===== src/rtl/bin_eq_stim_pkg.sv =====
// bin_eq_stim_pkg
// Shared definitions for the bin_eq operand-bus stimulus generator.
// Contents:
//   - Field widths and offsets of the packed 31-bit operand word.
//   - The FSM state enum.
//   - The 8-entry directed corner table.
//   - The Galois LFSR mask and step function.
//   - The field pack helper.
// Optional feature macro: BIN_EQ_STIM_EQBIAS_EN. When it is defined, this
// package also provides the equal-bias helper.
package bin_eq_stim_pkg;

    localparam int VEC_W  = 31;
    localparam int B2_W   = 2;
    localparam int B2_LSB = 0;
    localparam int B6_W   = 6;
    localparam int B6_LSB = 2;
    localparam int B9_W   = 9;
    localparam int B9_LSB = 8;
    localparam int A1_W   = 1;
    localparam int A1_LSB = 17;
    localparam int A4_W   = 4;
    localparam int A4_LSB = 18;
    localparam int A9_W   = 9;
    localparam int A9_LSB = 22;

    typedef enum logic [1:0] {
        IDLE = 2'd0,
        DIR  = 2'd1,
        RND  = 2'd2,
        DONE = 2'd3
    } state_e;

    localparam logic [31:0] LFSR_MASK = 32'h8020_0003;

    // Packs the six operand fields into the 31-bit bus word. b2 is placed
    // in the least-significant bits.
    function automatic logic [VEC_W-1:0] pack_fields(
        input logic [A9_W-1:0] a9,
        input logic [A4_W-1:0] a4,
        input logic [A1_W-1:0] a1,
        input logic [B9_W-1:0] b9,
        input logic [B6_W-1:0] b6,
        input logic [B2_W-1:0] b2
    );
        logic [VEC_W-1:0] w;
        w = '0;
        w[A9_LSB +: A9_W] = a9;
        w[A4_LSB +: A4_W] = a4;
        w[A1_LSB +: A1_W] = a1;
        w[B9_LSB +: B9_W] = b9;
        w[B6_LSB +: B6_W] = b6;
        w[B2_LSB +: B2_W] = b2;
        return w;
    endfunction

    // Performs one step of the right-shifting Galois LFSR. The mask is
    // applied only when the bit shifted out is 1.
    function automatic logic [31:0] lfsr_step(input logic [31:0] s);
        logic [31:0] r;
        r = {1'b0, s[31:1]};
        if (s[0]) begin
            r = r ^ LFSR_MASK;
        end else begin
            r = r;
        end
        return r;
    endfunction

`ifdef BIN_EQ_STIM_EQBIAS_EN
    // Rewrites the b fields from the a fields so that both sides compare
    // equal:
    //   - b9 takes a9.
    //   - b6 takes the sign-extended a4.
    //   - b2 takes a1 replicated into both bits.
    function automatic logic [VEC_W-1:0] eq_bias(input logic [VEC_W-1:0] w);
        logic [VEC_W-1:0] r;
        logic [A4_W-1:0]  a4;
        r  = w;
        a4 = w[A4_LSB +: A4_W];
        r[B9_LSB +: B9_W] = w[A9_LSB +: A9_W];
        r[B6_LSB +: B6_W] = {{(B6_W-A4_W){a4[A4_W-1]}}, a4};
        r[B2_LSB +: B2_W] = {w[A1_LSB], w[A1_LSB]};
        return r;
    endfunction
`endif

    // Directed corner vectors. Each entry lists (a9, a4, a1, b9, b6, b2).
    // Entry 0 sits at the bottom of the packed array.
    localparam logic [7:0][VEC_W-1:0] DIR_TABLE = {
        pack_fields(9'h001, 4'h0, 1'b0, 9'h001, 6'h00, 2'h0),
        pack_fields(9'h100, 4'h0, 1'b0, 9'h000, 6'h00, 2'h0),
        pack_fields(9'h000, 4'h0, 1'b1, 9'h000, 6'h00, 2'h3),
        pack_fields(9'h1FF, 4'h0, 1'b0, 9'h000, 6'h3F, 2'h0),
        pack_fields(9'h000, 4'h8, 1'b0, 9'h000, 6'h38, 2'h0),
        pack_fields(9'h155, 4'hA, 1'b1, 9'h155, 6'h0A, 2'h1),
        pack_fields(9'h1FF, 4'hF, 1'b1, 9'h1FF, 6'h3F, 2'h3),
        pack_fields(9'h000, 4'h0, 1'b0, 9'h000, 6'h00, 2'h0)
    };

endpackage


===== src/rtl/bin_eq_stim_lfsr32.sv =====
// bin_eq_lfsr32
// 32-bit Galois LFSR with a seed load and a step enable.
// Ports:
//   - clk, rst: rising-edge clock and synchronous active-high reset. Reset
//     loads SEED.
//   - load: reload SEED. This takes priority over step.
//   - step: advance the LFSR by one Galois step.
//   - state: current register value.
//   - state_nxt: the value the register takes on the next edge when rst is
//     low. The consumer uses it to register data in the same cycle as the
//     step.
module bin_eq_lfsr32
    import bin_eq_stim_pkg::*;
#(
    parameter logic [31:0] SEED = 32'hACE1_2345
) (
    input  logic        clk,
    input  logic        rst,
    input  logic        load,
    input  logic        step,
    output logic [31:0] state,
    output logic [31:0] state_nxt
);

    logic [31:0] state_r;
    logic [31:0] state_nxt_s;

    // Selects the next LFSR value.
    always_comb begin
        state_nxt_s = state_r;
        if (load) begin
            state_nxt_s = SEED;
        end else if (step) begin
            state_nxt_s = lfsr_step(state_r);
        end else begin
            state_nxt_s = state_r;
        end
    end

    // Holds the LFSR register.
    always_ff @(posedge clk) begin
        if (rst) begin
            state_r <= SEED;
        end else begin
            state_r <= state_nxt_s;
        end
    end

    assign state     = state_r;
    assign state_nxt = state_nxt_s;

endmodule


===== src/rtl/bin_eq_stim_gen.sv =====
// bin_eq_stim_gen
// Producer for the bin_eq operand bus. It emits the 8 directed corner
// vectors and then NUM_RANDOM LFSR vectors over a valid/ready handshake.
// Ports:
//   - clk, rst: rising-edge clock and synchronous active-high reset.
//   - start: one-cycle run request. It is honoured only in IDLE or DONE.
//   - vec_valid, vec_ready, vec_data: the handshake and the packed vector.
//     Bits above 30 of vec_data are always 0.
//   - vec_idx: 0-based index of the presented vector.
//   - done: a level that is high once the run has finished.
// Optional feature macro: BIN_EQ_STIM_EQBIAS_EN. When it is defined, random
// vectors with an odd index have their b fields copied from their a fields.
module bin_eq_stim_gen
    import bin_eq_stim_pkg::*;
#(
    parameter int          NUM_RANDOM = 64,
    parameter logic [31:0] LFSR_SEED  = 32'hACE1_2345,
    parameter int          OUT_W      = 128
) (
    input  logic             clk,
    input  logic             rst,
    input  logic             start,
    output logic             vec_valid,
    input  logic             vec_ready,
    output logic [OUT_W-1:0] vec_data,
    output logic [15:0]      vec_idx,
    output logic             done
);

    // The index is kept one bit wider so the final-index compare cannot
    // alias for any legal NUM_RANDOM.
    localparam logic [16:0] DIR_LAST_IDX = 17'd7;
    localparam logic [16:0] LAST_IDX     = 17'(8 + NUM_RANDOM - 1);

    state_e           state_r;
    state_e           state_nxt_s;
    logic [16:0]      idx_r;
    logic [16:0]      idx_nxt_s;
    logic             valid_r;
    logic             done_r;
    logic [OUT_W-1:0] data_r;
    logic [OUT_W-1:0] data_nxt_s;
    logic [VEC_W-1:0] word_s;
    logic             xfer_s;
    logic             lfsr_load_s;
    logic             lfsr_step_s;
    logic [31:0]      lfsr_q_s;
    logic [31:0]      lfsr_nxt_s;

    assign xfer_s = valid_r & vec_ready;

    bin_eq_lfsr32 #(
        .SEED (LFSR_SEED)
    ) u_lfsr (
        .clk       (clk),
        .rst       (rst),
        .load      (lfsr_load_s),
        .step      (lfsr_step_s),
        .state     (lfsr_q_s),
        .state_nxt (lfsr_nxt_s)
    );

    // Computes the next state and index, and the LFSR controls.
    always_comb begin
        state_nxt_s = state_r;
        idx_nxt_s   = idx_r;
        lfsr_load_s = 1'b0;
        lfsr_step_s = 1'b0;
        case (state_r)
            IDLE, DONE: begin
                if (start) begin
                    state_nxt_s = DIR;
                    idx_nxt_s   = 17'd0;
                    lfsr_load_s = 1'b1;
                end else begin
                    state_nxt_s = state_r;
                end
            end
            DIR: begin
                if (xfer_s) begin
                    idx_nxt_s = idx_r + 17'd1;
                    if (idx_r == DIR_LAST_IDX) begin
                        state_nxt_s = RND;
                    end else begin
                        state_nxt_s = DIR;
                    end
                end else begin
                    state_nxt_s = DIR;
                end
            end
            RND: begin
                if (xfer_s) begin
                    idx_nxt_s   = idx_r + 17'd1;
                    lfsr_step_s = 1'b1;
                    if (idx_r == LAST_IDX) begin
                        state_nxt_s = DONE;
                    end else begin
                        state_nxt_s = RND;
                    end
                end else begin
                    state_nxt_s = RND;
                end
            end
            default: begin
                state_nxt_s = IDLE;
            end
        endcase
    end

    // Builds the vector to present next. Because it is derived from the
    // next index and the next LFSR value, a stalled vector recomputes to
    // the same value and stays stable.
    always_comb begin
        word_s     = '0;
        data_nxt_s = '0;
        case (state_nxt_s)
            DIR: begin
                word_s = DIR_TABLE[idx_nxt_s[2:0]];
            end
            RND: begin
                word_s = lfsr_nxt_s[VEC_W-1:0];
`ifdef BIN_EQ_STIM_EQBIAS_EN
                if (idx_nxt_s[0]) begin
                    word_s = eq_bias(word_s);
                end else begin
                    word_s = lfsr_nxt_s[VEC_W-1:0];
                end
`endif
            end
            default: begin
                word_s = '0;
            end
        endcase
        data_nxt_s[VEC_W-1:0] = word_s;
    end

    // Holds the state, the index, and the registered handshake outputs.
    always_ff @(posedge clk) begin
        if (rst) begin
            state_r <= IDLE;
            idx_r   <= 17'd0;
            valid_r <= 1'b0;
            done_r  <= 1'b0;
            data_r  <= '0;
        end else begin
            state_r <= state_nxt_s;
            idx_r   <= idx_nxt_s;
            valid_r <= (state_nxt_s == DIR) || (state_nxt_s == RND);
            done_r  <= (state_nxt_s == DONE);
            data_r  <= data_nxt_s;
        end
    end

    assign vec_valid = valid_r;
    assign vec_data  = data_r;
    assign vec_idx   = idx_r[15:0];
    assign done      = done_r;

endmodule


===== config.mk =====
export PLATFORM = sky130hd
export DESIGN_NAME = bin_eq_stim_gen
export DESIGN_NICKNAME = d
export VERILOG_FILES = /design/src/rtl/bin_eq_stim_pkg.sv /design/src/rtl/bin_eq_stim_lfsr32.sv /design/src/rtl/bin_eq_stim_gen.sv
export SDC_FILE = /design/constraint.sdc
export NUM_CORES = 1
export LEC_CHECK = 0
export CAP_MARGIN = 20
export CORE_AREA = 2 2 104 106
export DETAILED_ROUTE_END_ITERATION = 8
export DIE_AREA = 0 0 106 108
export DONT_BUFFER_PORTS = 1
export HOLD_SLACK_MARGIN = 0.15
export MAX_ROUTING_LAYER = met4
export SLEW_MARGIN = 20
export SYNTH_ARGS = -nofsm -noshare
export SYNTH_HDL_FRONTEND = slang
export SYNTH_SLANG_ARGS = --single-unit

===== constraint.sdc =====
create_clock -name clk -period 3.2 [get_ports clk]
set_clock_uncertainty 0.2 [all_clocks]
set_input_delay 0.16 -clock clk [delete_from_list [all_inputs] [get_ports clk]]
set_output_delay 0.16 -clock clk [all_outputs]
set_load 0.05 [all_outputs]

; ---- After elaboration in Yosys (flattened, before gate mapping)
; Memories as Yosys holds them, arrays and structs flattened.
; Index checks and enable logic that the tools add are counted.
; Widths: inputs -> output; s select.
[word_totals]
rom_bits = 248
reg_bits = 181
input_bits = 4
word_cells = 48
n_memories = 1
output_inout_bits = 146
[mem_list]
columns = name, words, word_bits, rd, rd_ports_with_merged_regs, write_ports, line_no
row1 = (no name shown), 8, 31, 1, 0, 0, bin_eq_stim_gen.sv:118  ; word_s = DIR_TABLE[idx_nxt_s[2:0]];
[classes]
n_mux = 18
bitwise = 2
n_reduce_logical = 6
addsub = 1
eq_ne = 10
magnitude_cmp = 1
[op_table]
columns = op, n
row1 = $mux 31, 3
row2 = $pmux 31 s2, 1
row3 = $mux 17, 2
row4 = $pmux 17 s2, 1
row5 = $mux 32, 1
row6 = $add 17x1->17 const B, 1
row7 = $eq 17x3->1 const B, 1
row8 = $eq 17x7->1 const B, 1
row9 = $eq 2x2->1 const B, 4
row10 = $mux 2, 4
row11 = $pmux 2 s3, 1
row12 = $reduce_or 2->1, 3
row13 = $mux 1, 5
row14 = $eq 2x1->1 const B, 2
row15 = $lt 3x4->1 const B, 1
row16 = $not 3->4, 1
row17 = $logic_not 2->1, 1
row18 = $ne 2x1->1 const B, 1
row19 = $ne 2x2->1 const B, 1
row20 = $reduce_and 2->1, 1
row21 = $and 1x1->1, 1
row22 = $logic_or 1x1->1, 1

; ---- Logic depth before layout (Yosys ltp)
; Gate-level depths: netlist of run 1.
[depth]
ltp_word = 6
ltp_mapped = 16
mapped_depth_nobuf = 14

; ---- Hierarchy
; Synthesis of run 1 repeated with hierarchy kept, for this count alone.
[hier_totals]
cells_unflattened = 498
area_unflattened_um2 = 4520.6
[modules_own_cells]
columns = mod, n_inst, area_each_um2, cells_per_inst, seq_area_each_um2
row1 = bin_eq_stim_gen, 1, 3169.3, 353, 1041.0
row2 = bin_eq_lfsr32, 1, 1351.3, 145, 640.6

; ---- Worst setup path before layout of run 1
; No wires, ideal clock.
[synth_path]
kind = reg2reg
from = register valid_r, in the netlist vec_valid
to = register data_r[17], in the netlist vec_data[17]
required_ns = 2.933
path_stages_with_launch = 13
setup_slack_ns = -0.035
arrival_ns = 2.968
path_buffers = 1
setup_ns = 0.067
cell_sequence = dfxtp_1 > nand2_1 > nor4_1 > a31oi_1 > o31a_1 > ha_1 > or2_1 > clkbuf_1 > clkinv_1 > nand2_1 > or4_4 > o21a_4 > o21ai_2
[synth_between]
elab_chain_len = 6
word_cells_on_any_way = 15
cone_classes = 2 x eq/ne / 11 x mux / 1 x bitwise / 1 x memory
[synth_rtl]
columns = item, line_no
row1 = start: declaration, bin_eq_stim_gen.sv:39  ; logic valid_r;
row2 = start signal: assignment, bin_eq_stim_gen.sv:148  ; valid_r <= (state_nxt_s == DIR) || (state_nxt_s == RND);
row3 = $and 1x1->1 (*), bin_eq_stim_gen.sv:50  ; assign xfer_s = valid_r & vec_ready;
row4 = $mux 17 / $mux 1 (equally long branches), "bin_eq_stim_gen.sv:80, bin_eq_stim_gen.sv:92"
row5 = $pmux 17 s2 / $mux 1 (equally long branches), bin_eq_stim_gen.sv:69  ; case (state_r)
row6 = $mem_v2 8x31 / $mux 31 (equally long branches), --
row7 = $mux 31 (on tied branches), "bin_eq_stim_gen.sv:118, bin_eq_stim_lfsr32.sv:31"
row8 = $pmux 31 s2 (*), bin_eq_stim_gen.sv:116  ; case (state_nxt_s)
row9 = end signal: assignment, bin_eq_stim_gen.sv:150  ; data_r <= data_nxt_s;
row10 = end: declaration, bin_eq_stim_gen.sv:41  ; logic [OUT_W-1:0] data_r;
; Mark *: on every way between the ends. The rest lies on a longest branch, timed or not. The select of a mux whose other input is x is not followed.
; A chain may end at the register's enable or synchronous reset.

; ---- Final worst setup path of run 1
[layout_path]
from = register idx_r[8]
to = register data_r[0], in the netlist vec_data[0]
[layout_between]
elab_chain_len = 6
word_cells_on_any_way = 10
cone_classes = 4 x eq/ne / 6 x mux
[layout_rtl]
columns = item, line_no
row1 = start: declaration, bin_eq_stim_gen.sv:37  ; logic [16:0] idx_r;
row2 = start signal: assignment, bin_eq_stim_gen.sv:147  ; idx_r <= idx_nxt_s;
row3 = $eq 17x3->1 (*), bin_eq_stim_gen.sv:82  ; if (idx_r == DIR_LAST_IDX) begin
row4 = $mux 2 (*), bin_eq_stim_gen.sv:82
row5 = $mux 2 (*), bin_eq_stim_gen.sv:80  ; if (xfer_s) begin
row6 = $pmux 2 s3 (*), bin_eq_stim_gen.sv:69
row7 = named net state_nxt_s[1], bin_eq_stim_gen.sv:36  ; state_e state_nxt_s;
row8 = $eq 2x2->1 / $eq 2x1->1 (equally long branches), bin_eq_stim_gen.sv:116
row9 = $pmux 31 s2 (*), bin_eq_stim_gen.sv:116
; The timed path passes the listed nets; every way through them passes the cells marked *.

==> impl_metrics.json, run 1 <==
{
  "grt_use_total_pct": 17.8,
  "dp_cells": 679,
  "gp_congestion": 0.876,
  "grt_pass1_wl_um": 15400,
  "r2r_slack_ns": 0.13,
  "hp-start": "vec_ready",
  "multi_input_area_um2": 2240,
  "internal_power_uw": 1480,
  "drtIter0Drc": 256,
  "power_frac_comb_pct": 17.4,
  "drv_cap": 0,
  "cp.required_ns": 3.30,
  "cts_buffer_depth": 2,
  "setup_viol": 0,
  "p_switching_uw": 761,
  "fill_cells": 1014,
  "cts_buffers": 9,
  "finalCriticalPeriod_ns": 3.07,
  "max_slew.worst_pin.slew_ns": 0.712,
  "async_reset_ff_share_pct": 0,
  "ff2ff_path_depth": 12,
  "power.total_uw": 2240,
  "die_x_um": 106,
  "register_area_um2": 1680,
  "ys_seq_area_share_pct": 37.0,
  "cp-startpoint": "idx_r[8]",
  "min_path_type": "input pin to register",
  "ant_nets": 0,
  "max_clock_freq_mhz": 326,
  "postSynthAreaPerCell_um2": 8.20,
  "rows": 37,
  "initial_core_util_pct": 44.4,
  "final_area_um2": 4660,
  "first_pass_iters": 4,
  "core_um2": 10200,
  "clk_latency_ns": 0.36,
  "clkPwrFrac_pct": 34.3,
  "ios": 150,
  "hold_viol_final": 0,
  "port_buffers": 0,
  "slew_headroom_pct": 52.4,
  "layout-drive-gt1-share_pct": 13.5,
  "rsz0062_at_grt": "false",
  "clk_pin_slew_worst_paths_ns": 0.08,
  "pwr_density_cell_nw_per_um2": 480,
  "p_sw_share_pct": 34.0,
  "grt_max_degree": 43,
  "wl_per_cell_um": 14.0,
  "root_buffer": "clkbuf_8",
  "drv_slew": 0,
  "holdWs_ns": 0.183,
  "worstPathArrival_ns": 3.17,
  "place_hpwl_um": 6850,
  "wl_um": 9840,
  "grt_antenna_before_repair": 0,
  "cts.sinks": 84,
  "viasPerCell": 4.84,
  "p_seq_share_pct": 48.3,
  "rr_startpoint": "idx_r[8]",
  "yosys_warnings": 0,
  "placed_cell_area_um2": 4370,
  "finalNonFillerCells": 701,
  "hold_path_depth": 4,
  "synthFlopType": "dfxtp_1",
  "cts_tree": "done",
  "synth-edff-count": 0,
  "synth.ff_latch_count": 84,
  "worstHoldEndpoint": "u_lfsr.state[31]",
  "htreeDepth": 3,
  "ir_worst_vdd_v": 0.000174,
  "grt_pass1_vias": 2937,
  "critPathCaptureType": "register",
  "vias": 3391,
  "cellLeakagePower_uw": 0.00197,
  "diodes": 0,
  "status": "complete, no violations",
  "chipHeight_um": 108,
  "dieArea_um2": 11400,
  "fin_setup_tns_ns": 0,
  "syn_area_um2": 4540,
  "grt_overflow": 0,
  "syn_to_final_growth_pct": 2.45,
  "drc": 0,
  "crit_fanout": 4,
  "fin_crit_sh_pct": 96.0,
  "final_nets": 575,
  "startpoint_type": "register",
  "synthCells": 554,
  "criticalPathCategory": "register to register",
  "r2r-end": "vec_data[0]",
  "synth.distinct_cells": 57
}
## critical path: stages (launching register included)
cell	delay (ns)
dfxtp_1	0.32
or4_1	0.52
nor4_1	0.18
and4_1	0.27
a31oi_2	0.13
inv_1	0.09
ha_1	0.22
or2_1	0.27
clkinvlp_4	0.10
nand2_1	0.07
or4_4	0.45
o21a_4	0.15
o21ai_2	0.05
## power by group through the flow
stage	Combinational [uW]	Sequential, uW	Clock (uW)
floorplan	420	1110	0
global placement	361	1100	0
detailed placement	362	1100	0
CTS	378	1080	779
global route	406	1080	831
finish	388	1080	768
## cell families (layout without fill, tap and decap cells)
logic type / count (synthesis) / count (layout) / synth area share [%]
xor+xnor: 5 / 5 / 0.964
compound gates: 80 / 80 / 10.8
mux: 15 / 15 / 3.69
buf+inv: 150 / 65 / 21.9
simple gates: 209 / 209 / 22.7
other cells: 1 / 97 / 0.0825
fa+ha+maj: 10 / 10 / 2.75
flops: 84 / 84 / 37.0
## how the worst max path moves through the flow
stage | slack (ns) | cells past startpoint | endpoint
global placement | 0.20 | 12 | vec_data[0]
detailed placement | 0.07 | 14 | vec_data[0]
global route | 0.004 | 12 | vec_data[0]
floorplan | 0.07 | 16 | vec_data[17]
CTS | 0.04 | 14 | vec_data[0]
finish | 0.13 | 12 | vec_data[0]
## sequential cells by signal, summed over array words and instances, names as in the netlist
signal,cells
vec_valid,1
idx_r,17
state_r,2
done,1
u_lfsr.state,32
vec_data,31
## synthesized netlist by cell type, types with 4 or more instances
cell type / n / area (um^2)
buf_2: 8 / 40.0
ha_1: 10 / 125
a21o_1: 5 / 37.5
nand3_1: 26 / 130
inv_1: 12 / 45.0
o21ai_0: 9 / 45.0
and3_1: 4 / 25.0
nor4_1: 4 / 25.0
mux2i_1: 10 / 100
clkbuf_1: 16 / 60.1
dfxtp_1: 84 / 1680
xnor2_1: 4 / 35.0
nand3b_1: 5 / 37.5
and2_1: 5 / 31.3
a21oi_1: 42 / 210
buf_4: 113 / 848
or2_2: 10 / 62.6
nand2_1: 85 / 319
nor2_1: 32 / 120
nand4_1: 4 / 25.0
nor2b_1: 14 / 87.6
## layout by cell type, fill, tap and decap left out, drive strengths merged, types with 5 or more instances in the layout
cell type / count
or2: 12
nand2: 85
a21o: 5
and2: 5
nand3: 26
clkbuf: 10
nand3b: 5
nor4: 5
a21oi: 42
nor2b: 14
buf: 33
ha: 10
conb: 97
o21ai: 11
mux2i: 11
inv: 13
nor2: 33
and3: 5
dfxtp: 84
## timing repair
| action | in CTS | in global routing |
|---|---|---|
| hold endpoints to repair | 77 | 0 |
| setup buffers | 0 | 2 |
| gates resized for setup | 0 | 5 |
| hold buffers | 5 | 0 |
| setup endpoints to repair | 0 | 5 |
## per-stage QoR
| stage | setup WS, ns | util [%] |
|---|---|---|
| after floorplan | 0.0691 | - |
| after detailed placement | 0.0704 | 42.7 |
| after CTS | 0.0352 | 45.2 |
| final | 0.129 | 45.5 |
| after global routing | 0.00427 | 45.5 |
| after global placement | 0.195 | 42.7 |
## final cells by class
cell class	instances	area share, %
clock inverter	5	1.29
multi-input combinational	416	48.1
clock buffer	10	2.96
timing repair buffer	37	6.72
sequential	84	36.2
inverter	13	1.13
tap	136	3.65
## metal layers
metal | up-vias | share of wire [%] | global-route usage (%)
met3 | 11 | 7.2 | 4.34
li1 | 1656 | - | -
met2 | 121 | 46 | 26.1
met4 | 0 | 1.6 | 6.30
met1 | 1603 | 45 | 23.9
met5 | - | 0 | -
No activity file was read; power rests on OpenSTA's default activity.
==> run 2, diff against run 1 <==
- clock period: 3.2 -> 3.8 ns (I/O delays scaled with it)
==> impl_metrics.json, run 2 (synthesis results as in run 1) <==
{
  "initial_core_util_pct": 44.4,
  "ios": 150,
  "holdBufCountCts": 5,
  "crit_fanout": 11,
  "grt_pass1_vias": 2995,
  "grt_antenna_before_repair": 0,
  "wl_per_cell_um": 14.0,
  "largest_reg_flops": 32,
  "cp.required_ns": 3.90,
  "rows": 37,
  "grt_overflow": 0,
  "viasPerCell": 4.82,
  "fin_setup_tns_ns": 0,
  "cts_buffers": 9,
  "place_hpwl_um": 6940,
  "clk_pin_slew_worst_paths_ns": 0.09,
  "finalNonFillerCells": 696,
  "cpMostUsedCell": "inv_1",
  "layout-drive-gt1-share_pct": 11.6,
  "p_seq_share_pct": 47.6,
  "finalCriticalPeriod_ns": 3.32,
  "die_x_um": 106,
  "wl_met2_um": 4340,
  "top_layer": "met4",
  "port_buffers": 0,
  "max_stage_delay_ns": 0.47,
  "fill_cells": 1022,
  "hold_viol_final": 0,
  "final_nets": 569,
  "p_sw_share_pct": 34.7,
  "grt_max_degree": 43,
  "min_path_type": "input pin to register",
  "drtIter0Drc": 142,
  "syn_to_final_growth_pct": 1.02,
  "root_buffer": "clkbuf_8",
  "status": "complete, no violations",
  "vias": 3356,
  "max_clock_freq_mhz": 301,
  "p_switching_uw": 660,
  "cts_tree": "done",
  "placed_cell_area_um2": 4320,
  "final_area_um2": 4590,
  "final_common_cell": "conb_1",
  "clk_latency_ns": 0.37,
  "ant_nets": 0,
  "pwr_density_cell_nw_per_um2": 415,
  "htreeDepth": 3,
  "ir_worst_vdd_v": 0.000145,
  "cts_resized": 0,
  "wl_um": 9770,
  "worstPathArrival_ns": 3.43,
  "setup_viol": 0,
  "startpoint_type": "register",
  "drv_cap": 0,
  "holdWs_ns": 0.196,
  "drt-met1-wl_um": 4500,
  "fin_crit_sh_pct": 87.4,
  "clkPwrFrac_pct": 35.6,
  "cellLeakagePower_uw": 0.00195,
  "slew_headroom_pct": 52.9,
  "core_um2": 10200,
  "diodes": 0,
  "critPathCaptureType": "register",
  "gp_congestion": 0.842,
  "path_cells": "inv_1 -> ha_1 -> inv_1 -> nor2_1 -> a22o_1 -> a31oi_1 -> inv_1 -> ha_1 -> or2_1 -> clkinv_1 -> nand2_1 -> or4_4 -> o21a_4 -> o21ai_2",
  "wl_met3_um": 706,
  "drv_slew": 0,
  "chipHeight_um": 108,
  "cts_buffer_depth": 2,
  "cts.sinks": 84,
  "dp_cells": 675,
  "grt_pass1_wl_um": 15500,
  "first_pass_iters": 4,
  "dieArea_um2": 11400,
  "internal_power_uw": 1250,
  "finish.utilization_pct": 44.9,
  "power_frac_comb_pct": 16.8,
  "drc": 0,
  "final_cell_mix": "conb_1 (97), nand2_1 (85), dfxtp_1 (84), a21oi_1 (42), nor2_1 (32)",
  "critPathSlowestCell": "or4_4",
  "post_cts_buffers": 0,
  "grt_use_total_pct": 17.9,
  "max_slew.worst_pin.slew_ns": 0.704,
  "rsz0062_at_grt": "false",
  "criticalPathCategory": "register to register"
}
[run 2: power by group through the flow]
stage / registers, uW / clock network, uW / logic (uW)
after global routing: 909 / 715 / 334
final: 908 / 679 / 319
after global placement: 928 / 0 / 302
after floorplan: 932 / 0 / 354
after detailed placement: 929 / 0 / 303
after CTS: 908 / 691 / 316
[run 2: cell type report]
cell class	count	area, um^2	share of cell area [%]
multi-input cells	416	2230	48.5
flip-flops and latches	84	1680	36.6
repair buffers	31	255	5.56
well taps	136	170	3.71
clock buffers	10	138	3.00
clock inverters	6	71.3	1.55
inverters	13	48.8	1.06
[run 2: metrics by stage]
stage	total power [uW]	setup slack (ns)
finish	1910	0.477
global route	1960	0.268
CTS	1920	0.507
detailed placement	1230	0.536
global placement	1230	0.648
floorplan	1290	0.565
[run 2: layer usage]
metal	global-route usage, %	vias up
met4	8.36	0
met1	23.3	1551
met5	-	-
met2	27.0	152
met3	3.56	16
li1	-	1637
[run 2: final timing paths]
path | start | endpoint | cells past startpoint | slack (ns)
max | state_r[0] | vec_data[17] | 14 | 0.48
min | vec_ready | u_lfsr.state[31] | 4 | 0.20
max reg2reg | state_r[0] | vec_data[17] | 14 | 0.48
min reg2reg | u_lfsr.state[31] | u_lfsr.state[31] | 2 | 0.28
[run 2: critical path, delay by kind of cell, from the launching register on]
kind                       cells  cell delay (ns)
adders and majority gates      2             0.67
buffers and inverters          4             0.50
and+or+nand+nor                4             0.87
AOI/OAI and AO/OA              4             0.64
DFF                            1             0.37
==> run 3, diff against run 2 <==
- ABC_AREA: unset -> 1
- CORE_AREA: 2 2 104 106 -> 2 2 105 107
- DIE_AREA: 0 0 106 108 -> 0 0 107 109
==> impl_metrics.json, run 3 <==
{
  "rsz0062_at_grt": "false",
  "drv_slew": 0,
  "wl_um": 9900,
  "synth_top_area_share_pct": 36.6,
  "path_depth": 13,
  "grt_max_degree": 41,
  "port_buffers": 0,
  "critPathCaptureType": "register",
  "criticalPathCategory": "register to register",
  "cts.sinks": 84,
  "clk_latency_ns": 0.37,
  "diodes": 0,
  "ys_seq_area_share_pct": 36.6,
  "chipHeight_um": 109,
  "ant_nets": 0,
  "synth.ff_latch_count": 84,
  "ios": 150,
  "crit_end": "vec_data[4]",
  "r2r_slack_ns": 0.87,
  "initial_core_util_pct": 43.4,
  "rows": 38,
  "multi_input_area_um2": 2160,
  "async_reset_ff_share_pct": 0,
  "htreeDepth": 3,
  "layout-drive-gt1-share_pct": 8.87,
  "crit_family": "buffers and inverters",
  "postSynthAreaPerCell_um2": 7.23,
  "grt_pass1_wl_um": 15200,
  "gp_congestion": 0.849,
  "ir_worst_vdd_v": 0.000305,
  "critPathSlowestCell": "inv_1",
  "cp-startpoint": "idx_r[0]",
  "synth-edff-count": 0,
  "r2r-end": "vec_data[4]",
  "holdWs_ns": 0.169,
  "register_area_um2": 1680,
  "synth_top_area_cell": "dfxtp_1",
  "syn_area_um2": 4600,
  "path_cells": "buf_4 -> ha_1 -> nand2_2 -> nor2_1 -> nand3_1 -> nor2_1 -> nor2_1 -> nand2_1 -> nand2_1 -> ha_1 -> nor2_1 -> inv_1 -> a21oi_1",
  "core_um2": 10600,
  "drc": 0,
  "rr_startpoint": "idx_r[0]",
  "cts_buffer_depth": 2,
  "largest_reg_flops": 32,
  "max_stage_delay_ns": 0.72,
  "root_buffer": "clkbuf_8",
  "path_buf_inv": 2,
  "dieArea_um2": 11700,
  "min_path_type": "input pin to register",
  "worstPathArrival_ns": 2.94,
  "setup_viol": 0,
  "slew_headroom_pct": 34.0,
  "fill_cells": 1071,
  "synth.area.top_cells": "dfxtp_1 (37%), buf_4 (19%), nand2_1 (10%)",
  "drv_cap": 0,
  "max_slew.worst_pin.slew_ns": 0.990,
  "crit_fanout": 31,
  "yosysMostFrequentCell": "nand2_1",
  "yosys_warnings": 0,
  "synth.distinct_cells": 29,
  "cts_resized": 0,
  "synthFlopType": "dfxtp_1",
  "final_nets": 640,
  "cts_buffers": 9,
  "cp.required_ns": 3.81,
  "final_common_cell": "nand2_1",
  "synthCells": 636,
  "final_cell_mix": "nand2_1 (126), conb_1 (97), dfxtp_1 (84), nor2_1 (72), a21oi_1 (40)",
  "cts_tree": "done",
  "place_ws_ns": 0.945,
  "drtIter0Drc": 200,
  "status": "complete, no violations",
  "grt_pass1_vias": 3026,
  "fin_crit_sh_pct": 77.1,
  "post_cts_buffers": 0,
  "fin_setup_tns_ns": 0,
  "syn_to_final_growth_pct": -1.33,
  "grt_use_total_pct": 17.4,
  "grt_overflow": 0,
  "vias": 3606,
  "postLayoutSetupSlackWorst_ns": 0.869,
  "startpoint_type": "register",
  "ff2ff_path_depth": 13,
  "place_hpwl_um": 6690,
  "first_pass_iters": 5,
  "holdBufCountCts": 5,
  "die_x_um": 107,
  "max_clock_freq_mhz": 341,
  "pwr_density_cell_nw_per_um2": 621,
  "finalCriticalPeriod_ns": 2.93,
  "power.total_uw": 2820,
  "viasPerCell": 4.68,
  "wl_per_cell_um": 12.8,
  "hold_viol_final": 0,
  "cpMostUsedCell": "nor2_1",
  "clk_pin_slew_worst_paths_ns": 0.09,
  "cellLeakagePower_uw": 0.00206,
  "grt_antenna_before_repair": 0,
  "synth_top_cells_by_count": "nand2_1 (126), buf_4 (114), dfxtp_1 (84)"
}
-- run 3: cell types whose count changed after synthesis, sizes merged, moves of 12 or more --
cell	before	now
nor2b	14	0
inv	12	41
nor2	33	78
nand2	85	136
nor3	2	20
nand4	4	17
or2	12	0
-- run 3: worst min-delay path, cell delays in order --
cell and delay, ns:
nand3_1 0.07, buf_4 0.25, nand2_1 0.10, nand3_1 0.07
-- run 3: cell families after synthesis --
kind of cell             share of synthesized area, %
AND/OR/NAND/NOR                                  27.6
XOR/XNOR                                        0.381
buffers and inverters                            24.4
AO/OA/AOI/OAI                                    8.25
flip-flops                                       36.6
adder cells (fa/ha/maj)                          2.72
other                                          0.0816
-- run 3: per-layer routing --
layer	wire (um)	track usage, %
met5	0	-
met3	771	4.90
met2	4680	27.5
met1	4280	21.0
met4	161	6.86
-- run 3: cell type report --
type | count | share of cell area [%]
clock buffers | 9 | 2.73
clock inverters | 7 | 1.27
inverters | 41 | 3.39
multi-input cells | 468 | 47.5
flip-flops and latches | 84 | 37.1
well taps | 140 | 3.86
repair buffers | 22 | 4.14
-- run 3: worst min path at each step --
stage	start	end	slack, ns	cells after the start
after floorplan	start	state_r[1]	0.23	3
after global placement	rst	idx_r[4]	0.07	1
after CTS	vec_ready	u_lfsr.state[31]	0.15	4
final	vec_ready	u_lfsr.state[31]	0.17	4
after detailed placement	rst	idx_r[14]	0.07	1
after global routing	vec_ready	u_lfsr.state[31]	0.20	4
-- run 3: power breakdown --
| part | internal (uW) | switching (uW) | total, uW |
|---|---|---|---|
| registers | 967 | 264 | 1230 |
| clock network | 246 | 357 | 603 |
| logic | 189 | 792 | 981 |
| total | 1400 | 1410 | 2820 |
-- run 3: metrics by stage --
step	area [um^2]	utilization (%)	instances
after floorplan	4960	-	732
after global placement	4290	40.5	750
after detailed placement	4290	40.5	750
after CTS	4540	42.8	771
after global routing	4540	42.8	771
final	4540	42.8	771
